--- config.mk ---
export PLATFORM = sky130hd
export DESIGN_NAME = alarm_ctrl_flat
export DESIGN_NICKNAME = d
export VERILOG_FILES = /design/src/rtl/alarm_pkg.sv /design/src/rtl/alarm_ctrl_if.sv /design/src/rtl/alarm_slot.sv /design/src/rtl/alarm_ctrl.sv /design/src/flat_wrapper.sv
export SDC_FILE = /design/constraint.sdc
export NUM_CORES = 1
export LEC_CHECK = 0
export BUFFER_PORTS_ARGS = -buffer_cell sky130_fd_sc_hd__buf_2
export CAP_MARGIN = 20
export CORE_ASPECT_RATIO = 2
export CORE_UTILIZATION = 60
export DETAILED_ROUTE_END_ITERATION = 16
export MAX_ROUTING_LAYER = met4
export PLACE_DENSITY = 0.84
export SETUP_SLACK_MARGIN = 0.3
export SKIP_CTS_REPAIR_TIMING = 1
export SLEW_MARGIN = 20
export SYNTH_ARGS = -nofsm -noshare
export SYNTH_HDL_FRONTEND = slang
export SYNTH_HIERARCHICAL = 1
export SYNTH_SLANG_ARGS = --single-unit
--- constraint.sdc ---
create_clock -name clk1hz -period 3.8 [get_ports clk1hz]
set_input_delay 0.19 -clock clk1hz [delete_from_list [all_inputs] [get_ports clk1hz]]
set_output_delay 0.19 -clock clk1hz [all_outputs]
set_load 0.005 [all_outputs]
--- src/rtl/alarm_pkg.sv ---
// Shared types and defaults for the alarm controller: FSM state encoding,
// the BCD zero constant and the default parameter values.
package alarm_pkg;

    typedef enum logic [1:0] {
        IDLE    = 2'd0,
        RINGING = 2'd1,
        SNOOZE  = 2'd2
    } state_e;

    localparam logic [7:0] BCD_ZERO = 8'h00;

    localparam int DEF_NUM_ALARMS  = 4;
    localparam int DEF_RING_SECS   = 60;
    localparam int DEF_SNOOZE_SECS = 300;
    localparam int DEF_MAX_SNOOZE  = 3;

    function automatic int max_int(input int a, input int b);
        return (a > b) ? a : b;
    endfunction

endpackage

--- src/rtl/alarm_ctrl_if.sv ---
// Bundle of time, programming, button and status signals for alarm_ctrl.
// The master side drives time/programming/buttons; the slave side is the controller.
interface alarm_ctrl_if;

    logic [7:0] hour;
    logic [7:0] min;
    logic [7:0] sec;
    logic       wr_en;
    logic [2:0] wr_idx;
    logic [7:0] wr_hour;
    logic [7:0] wr_min;
    logic       wr_enable;
    logic       stop_btn;
    logic       snooze_btn;
    logic       Sound;
    logic       ringing;
    logic [2:0] active_idx;
    logic [2:0] snooze_left;

    modport master (
        output hour, min, sec,
        output wr_en, wr_idx, wr_hour, wr_min, wr_enable,
        output stop_btn, snooze_btn,
        input  Sound, ringing, active_idx, snooze_left
    );

    modport slave (
        input  hour, min, sec,
        input  wr_en, wr_idx, wr_hour, wr_min, wr_enable,
        input  stop_btn, snooze_btn,
        output Sound, ringing, active_idx, snooze_left
    );

endinterface

--- src/rtl/alarm_slot.sv ---
// One alarm channel: programmed hour/minute, arm bit, and a match detector
// that fires only on the first edge of a matching second-00.
module alarm_slot
    import alarm_pkg::*;
(
    input  logic       clk1hz,
    input  logic       rst_n,
    input  logic       wr_sel_i,
    input  logic       wr_enable_i,
    input  logic [7:0] wr_hour_i,
    input  logic [7:0] wr_min_i,
    input  logic [7:0] hour_i,
    input  logic [7:0] min_i,
    input  logic [7:0] sec_i,
    output logic       match_o
);

    logic [7:0] ahour_q;
    logic [7:0] amin_q;
    logic       armed_q;
    logic       fired_q;
    logic       hit_now;

    assign hit_now = armed_q && (hour_i == ahour_q) && (min_i == amin_q) && (sec_i == BCD_ZERO);

    // Suppress re-firing while the time inputs stay on the matching second.
    assign match_o = hit_now && !fired_q;

    // NOTE: the alarm time is held in plain flops rather than a RAM array,
    // so it can take the asynchronous reset along with the rest of the state.
    always_ff @(posedge clk1hz or negedge rst_n) begin
        if (!rst_n) begin
            ahour_q <= BCD_ZERO;
            amin_q  <= BCD_ZERO;
            armed_q <= 1'b0;
            fired_q <= 1'b0;
        end else begin
            // NOTE: non-blocking assignments make every flop sample pre-edge values.
            if (wr_sel_i) begin
                ahour_q <= wr_hour_i;
                amin_q  <= wr_min_i;
                armed_q <= wr_enable_i;
            end
            fired_q <= hit_now;
        end
    end

endmodule

--- src/rtl/alarm_ctrl.sv ---
// Multi-channel alarm clock controller: lowest-index match starts a ring that
// auto-stops, can be stopped, or snoozed when built with ALARM_SNOOZE_EN.
module alarm_ctrl
    import alarm_pkg::*;
#(
    parameter int NUM_ALARMS  = DEF_NUM_ALARMS,
    parameter int RING_SECS   = DEF_RING_SECS,
    parameter int SNOOZE_SECS = DEF_SNOOZE_SECS,
    parameter int MAX_SNOOZE  = DEF_MAX_SNOOZE
) (
    input  logic        clk1hz,
    input  logic        rst_n,
    alarm_ctrl_if.slave bus
);

`ifdef ALARM_SNOOZE_EN
    localparam int CNT_MAX = max_int(RING_SECS, SNOOZE_SECS);
`else
    localparam int CNT_MAX = RING_SECS;
`endif
    localparam int CNT_W = $clog2(CNT_MAX + 1);
    localparam logic [CNT_W-1:0] RING_LOAD = CNT_W'(RING_SECS);
    localparam logic [CNT_W-1:0] CNT_ONE   = CNT_W'(1);

    logic [NUM_ALARMS-1:0] slot_hit;
    logic [NUM_ALARMS-1:0] wr_sel;
    logic                  any_hit;
    logic [2:0]            hit_idx;
    logic                  disarm_active;

    state_e           state_q, state_d;
    logic [CNT_W-1:0] cnt_q, cnt_d;
    logic [2:0]       idx_q, idx_d;
    logic             sound_q;

    // Out-of-range wr_idx selects no slot, so such writes fall away here.
    for (genvar g = 0; g < NUM_ALARMS; g++) begin : g_slot
        assign wr_sel[g] = bus.wr_en && (bus.wr_idx == 3'(g));

        alarm_slot u_slot (
            .clk1hz      (clk1hz),
            .rst_n       (rst_n),
            .wr_sel_i    (wr_sel[g]),
            .wr_enable_i (bus.wr_enable),
            .wr_hour_i   (bus.wr_hour),
            .wr_min_i    (bus.wr_min),
            .hour_i      (bus.hour),
            .min_i       (bus.min),
            .sec_i       (bus.sec),
            .match_o     (slot_hit[g])
        );
    end

    // NOTE: every signal written in a combinational block gets a default
    // first, so no path through it can infer a latch.
    always_comb begin
        any_hit = 1'b0;
        hit_idx = 3'd0;
        for (int i = NUM_ALARMS - 1; i >= 0; i--) begin
            if (slot_hit[i]) begin
                any_hit = 1'b1;
                hit_idx = 3'(i);
            end
        end
    end

    assign disarm_active = bus.wr_en && !bus.wr_enable && (bus.wr_idx == idx_q);

`ifdef ALARM_SNOOZE_EN
    localparam logic [CNT_W-1:0] SNOOZE_LOAD = CNT_W'(SNOOZE_SECS);
    localparam logic [2:0]       SNOOZE_MAX  = 3'(MAX_SNOOZE);

    logic [2:0] left_q, left_d;

    always_ff @(posedge clk1hz or negedge rst_n) begin
        if (!rst_n) left_q <= 3'd0;
        else        left_q <= left_d;
    end

    assign bus.snooze_left = left_q;
`else
    logic unused_snooze;
    assign unused_snooze   = bus.snooze_btn ^ (MAX_SNOOZE > 0) ^ (SNOOZE_SECS > 0);
    assign bus.snooze_left = 3'd0;
`endif

    always_comb begin
        state_d = state_q;
        cnt_d   = cnt_q;
        idx_d   = idx_q;
`ifdef ALARM_SNOOZE_EN
        left_d  = left_q;
`endif
        unique case (state_q)
            IDLE: begin
                if (any_hit) begin
                    state_d = RINGING;
                    cnt_d   = RING_LOAD;
                    idx_d   = hit_idx;
`ifdef ALARM_SNOOZE_EN
                    left_d  = SNOOZE_MAX;
`endif
                end
            end
            RINGING: begin
                if (disarm_active || bus.stop_btn) begin
                    state_d = IDLE;
                    cnt_d   = '0;
`ifdef ALARM_SNOOZE_EN
                end else if (bus.snooze_btn && (left_q != 3'd0)) begin
                    state_d = SNOOZE;
                    cnt_d   = SNOOZE_LOAD;
                    left_d  = left_q - 3'd1;
`endif
                end else begin
                    if (cnt_q != '0) cnt_d = cnt_q - CNT_ONE;
                    if (cnt_d == '0) state_d = IDLE;
                end
            end
`ifdef ALARM_SNOOZE_EN
            SNOOZE: begin
                if (disarm_active || bus.stop_btn) begin
                    state_d = IDLE;
                    cnt_d   = '0;
                end else begin
                    if (cnt_q != '0) cnt_d = cnt_q - CNT_ONE;
                    if (cnt_d == '0) begin
                        state_d = RINGING;
                        cnt_d   = RING_LOAD;
                    end
                end
            end
`endif
            default: begin
                state_d = IDLE;
                cnt_d   = '0;
            end
        endcase
    end

    always_ff @(posedge clk1hz or negedge rst_n) begin
        if (!rst_n) begin
            state_q <= IDLE;
            cnt_q   <= '0;
            idx_q   <= 3'd0;
            sound_q <= 1'b0;
        end else begin
            state_q <= state_d;
            cnt_q   <= cnt_d;
            idx_q   <= idx_d;
            sound_q <= (state_d == RINGING);
        end
    end

    assign bus.Sound      = sound_q;
    assign bus.ringing    = (state_q == RINGING);
    assign bus.active_idx = idx_q;

endmodule

--- src/flat_wrapper.sv ---
// flat-port wrapper written by rule: the top's interface ports become plain ports
module alarm_ctrl_flat import alarm_pkg::*;
#(
    parameter int NUM_ALARMS  = DEF_NUM_ALARMS,
    parameter int RING_SECS   = DEF_RING_SECS,
    parameter int SNOOZE_SECS = DEF_SNOOZE_SECS,
    parameter int MAX_SNOOZE  = DEF_MAX_SNOOZE
)
  (clk1hz, rst_n, bus_hour, bus_min, bus_sec, bus_wr_en, bus_wr_idx, bus_wr_hour, bus_wr_min, bus_wr_enable, bus_stop_btn, bus_snooze_btn, bus_Sound, bus_ringing, bus_active_idx, bus_snooze_left);
  alarm_ctrl_if bus_i ();
  input  logic clk1hz;
  input  logic rst_n;
  input wire logic [$bits(bus_i.hour)-1:0] bus_hour;
  input wire logic [$bits(bus_i.min)-1:0] bus_min;
  input wire logic [$bits(bus_i.sec)-1:0] bus_sec;
  input wire logic [$bits(bus_i.wr_en)-1:0] bus_wr_en;
  input wire logic [$bits(bus_i.wr_idx)-1:0] bus_wr_idx;
  input wire logic [$bits(bus_i.wr_hour)-1:0] bus_wr_hour;
  input wire logic [$bits(bus_i.wr_min)-1:0] bus_wr_min;
  input wire logic [$bits(bus_i.wr_enable)-1:0] bus_wr_enable;
  input wire logic [$bits(bus_i.stop_btn)-1:0] bus_stop_btn;
  input wire logic [$bits(bus_i.snooze_btn)-1:0] bus_snooze_btn;
  output wire logic [$bits(bus_i.Sound)-1:0] bus_Sound;
  output wire logic [$bits(bus_i.ringing)-1:0] bus_ringing;
  output wire logic [$bits(bus_i.active_idx)-1:0] bus_active_idx;
  output wire logic [$bits(bus_i.snooze_left)-1:0] bus_snooze_left;
  assign bus_i.hour = bus_hour;
  assign bus_i.min = bus_min;
  assign bus_i.sec = bus_sec;
  assign bus_i.wr_en = bus_wr_en;
  assign bus_i.wr_idx = bus_wr_idx;
  assign bus_i.wr_hour = bus_wr_hour;
  assign bus_i.wr_min = bus_wr_min;
  assign bus_i.wr_enable = bus_wr_enable;
  assign bus_i.stop_btn = bus_stop_btn;
  assign bus_i.snooze_btn = bus_snooze_btn;
  assign bus_Sound = bus_i.Sound;
  assign bus_ringing = bus_i.ringing;
  assign bus_active_idx = bus_i.active_idx;
  assign bus_snooze_left = bus_i.snooze_left;
  alarm_ctrl #(.NUM_ALARMS(NUM_ALARMS), .RING_SECS(RING_SECS), .SNOOZE_SECS(SNOOZE_SECS), .MAX_SNOOZE(MAX_SNOOZE)) u_core (.clk1hz(clk1hz), .rst_n(rst_n), .bus(bus_i));
endmodule
==> flow_summary.json <==
{
  "grt_pass1_wl_um": 13750,
  "leakage_nw": 2.128,
  "cts_tree": "yes",
  "ys.warnings.count": 6,
  "clk_path_buf_depth": 2,
  "globalplace.congestion": 0.9015,
  "avgSynthCellArea_sq_um": 12.38,
  "setup_viol": 0,
  "die_h_um": 120.3,
  "vias": 2825,
  "critPathLaunch": "u_core/g_slot[0].u_slot/ahour_q[7]",
  "grt_antenna_before_repair": 0,
  "grt-ovfl-total": 0,
  "arrival_ns": 2.61,
  "hold_violations": 0,
  "synth-edff-count": 0,
  "antenna_left": 0,
  "skew_ns": 0.006846,
  "n_fill_cell": 474,
  "ys_async_sr_fraction": 1.000,
  "area_delta_synth_final_pct": 16.69,
  "crit_buf_inv": 0,
  "cap_violations": 0,
  "grt_start_max_net_pins": 84,
  "finalSetupTns_ns": 0,
  "synth-seq-area-share": 0.4948,
  "fin_crit_ns": 2.343,
  "timing.rr.start": "u_core/g_slot[0].u_slot/ahour_q[7]",
  "portBuffers": 51,
  "cp-start-kind": "flop",
  "crit_path_max_incr_delay_ns": 0.42,
  "synth_fa_ha_area_frac": 0.005961,
  "routed_wl_um": 8847,
  "path_class": "reg -> reg",
  "avgRoutedWirePerCell_um": 18.09,
  "synth-simple-area-share": 0.1136,
  "nets": 447,
  "first_pass_iters": 4,
  "synthesis.area_sq_um": 4198,
  "die_area_sq_um": 7355,
  "drc": 0,
  "synth_flop_cell": "dfrtp_1",
  "cts.sinks": 83,
  "via_per_inst": 5.777,
  "fin_crit_sh": 0.6165,
  "postSynthCellCount": 339,
  "clk_latency_ns": 0.34,
  "core_sq_um": 6674,
  "layout_commonest_cell": "dfrtp_1",
  "most-common-layout-cells": "83 x dfrtp_1, 68 x mux2_2, 52 x xor2_1",
  "max_slew_margin": 0.3841,
  "dp_hpwl_um": 6256,
  "ys_ff_latch": 83,
  "hp-start": "bus_wr_min[1]",
  "max-vdd-ir-drop_mv": 0.6481,
  "synth_top_family_by_area": "multiplexers",
  "cp_slowest_cell": "nor4_1",
  "final_layout_size_suffix_gt1_frac": 0.3766,
  "yosys.cell_types.count": 37,
  "muxShareOfSynthArea": 0.1896,
  "status": "completed",
  "crit_required_ns": 4.06,
  "synth-compound-area-share": 0.03249,
  "crit_chain": "xor2_1 > nor4_1 > nand4_1 > nor4_2 > or4_4 > and2_4 > nor3_2 > a21oi_1",
  "synth-xor-area-share": 0.1398,
  "track_usage": 0.2727,
  "critical-path-top-delay-family": "simple AND/OR/NAND/NOR gates",
  "die_w_um": 61.15,
  "cts_root_buffer": "clkbuf_16",
  "start_util": 0.6290,
  "worst_slew_pin_slew_ns": 0.9239,
  "endpoint_kind": "flop",
  "htree_levels": 3,
  "hold_path_class": "in -> reg",
  "ios": 57,
  "grt_setup_unrepaired": "false",
  "grt_pass1_vias": 2918,
  "worstPathMaxFanout": 4,
  "antenna_cells": 0,
  "clkSlewWorstSetupHoldPaths_ns": 0.06,
  "p_per_area_nw_per_um2": 531.5,
  "max_freq_mhz": 426.8,
  "initialDrtViolationCount": 175,
  "rows": 42,
  "whs_ns": 0.1178,
  "total_power_mw": 2.604,
  "drv_slew": 0,
  "cts_buffers": 9
}
cells in the mapped netlist (2+ instances only):
cell,instances,share of area
a21oi_1,5,0.0060
a221o_1,2,0.0048
buf_2,8,0.0095
buf_4,4,0.0072
dfrtp_1,83,0.49
ha_1,2,0.0060
inv_1,6,0.0054
mux2_2,68,0.18
mux2i_1,3,0.0072
nand2_1,8,0.0072
nand3_1,5,0.0060
nand4_1,5,0.0075
nor2_1,14,0.013
nor2b_1,5,0.0075
nor3_1,5,0.0060
nor4_1,17,0.025
nor4_2,4,0.012
nor4b_2,4,0.014
o21ai_0,7,0.0083
o22a_1,2,0.0042
xnor2_1,15,0.031
xor2_1,52,0.11
final cells by class:
class	instances	area, sq um	area share
sequential	83	2077	0.4240
multi-input combinational	241	2044	0.4174
timing repair buffer	55	294.0	0.06003
clock buffer	10	239.0	0.04879
clock inverter	6	111.4	0.02273
tap	88	110.1	0.02248
inverter	6	22.52	0.004598
final timing paths:
kind,cells after the start,slack (ns),end
worst max-delay path,8,1.46,u_core/state_q[0]
max in group asynchronous,2,2.83,u_core/g_slot[1].u_slot/amin_q[2]
worst min register to register,1,0.51,u_core/g_slot[1].u_slot/armed_q
worst max register to register,8,1.46,u_core/state_q[0]
worst min-delay path,2,0.12,u_core/g_slot[1].u_slot/amin_q[1]
min in group asynchronous,2,0.46,u_core/g_slot[0].u_slot/ahour_q[7]
flip-flops by register name, indices dropped and copies added (netlist names):
register and flops:
u_core/g_slot.u_slot/ahour_q 32, u_core/g_slot.u_slot/amin_q 32, u_core/cnt_q 6, u_core/g_slot.u_slot/armed_q 4, u_core/g_slot.u_slot/fired_q 4, u_core/bus.active_idx 2, u_core/state_q 2, u_core/bus.Sound 1
where the power goes:
part | switching [mW] | leakage, nW | internal, mW
logic | 0.188 | 0.935 | 0.240
clock network | 0.353 | 0.169 | 0.661
registers | 0.116 | 1.02 | 1.05
total | 0.658 | 2.13 | 1.95
logic make-up after synthesis:
logic type / Yosys count
DFF: 83
and+or+nand+nor: 75
muxes: 71
xor gates and xnor gates: 67
AOI/OAI and AO/OA: 21
buffers and inverters: 19
adders and majority gates: 2
other: 1
through the flow:
stage	worst slack, ns	cells	utilization	area, sq um
6_report	1.457	489	0.7340	4898
2_1_floorplan	1.935	343	-	4213
5_1_grt	1.361	489	0.7340	4898
4_1_cts	1.470	488	0.7319	4885
3_5_place_dp	1.488	472	0.6794	4534
3_3_place_gp	1.541	472	0.6794	4534
worst register-to-register path, delay by kind of cell (launching register included):
kind             cells  cell delay, ns
XOR/XNOR             1            0.16
AO/OA/AOI/OAI        1            0.17
AND/OR/NAND/NOR      6            1.54
flip-flops           1            0.39
layer usage:
metal | routed length (um) | global-route usage | share of wire
met2 | 4903 | 0.4443 | 0.55
met1 | 3250 | 0.2853 | 0.37
met5 | 0 | - | 0
met4 | 419 | 0.1648 | 0.047
met3 | 274 | 0.06524 | 0.031
Power figures use the tool's default switching activity.
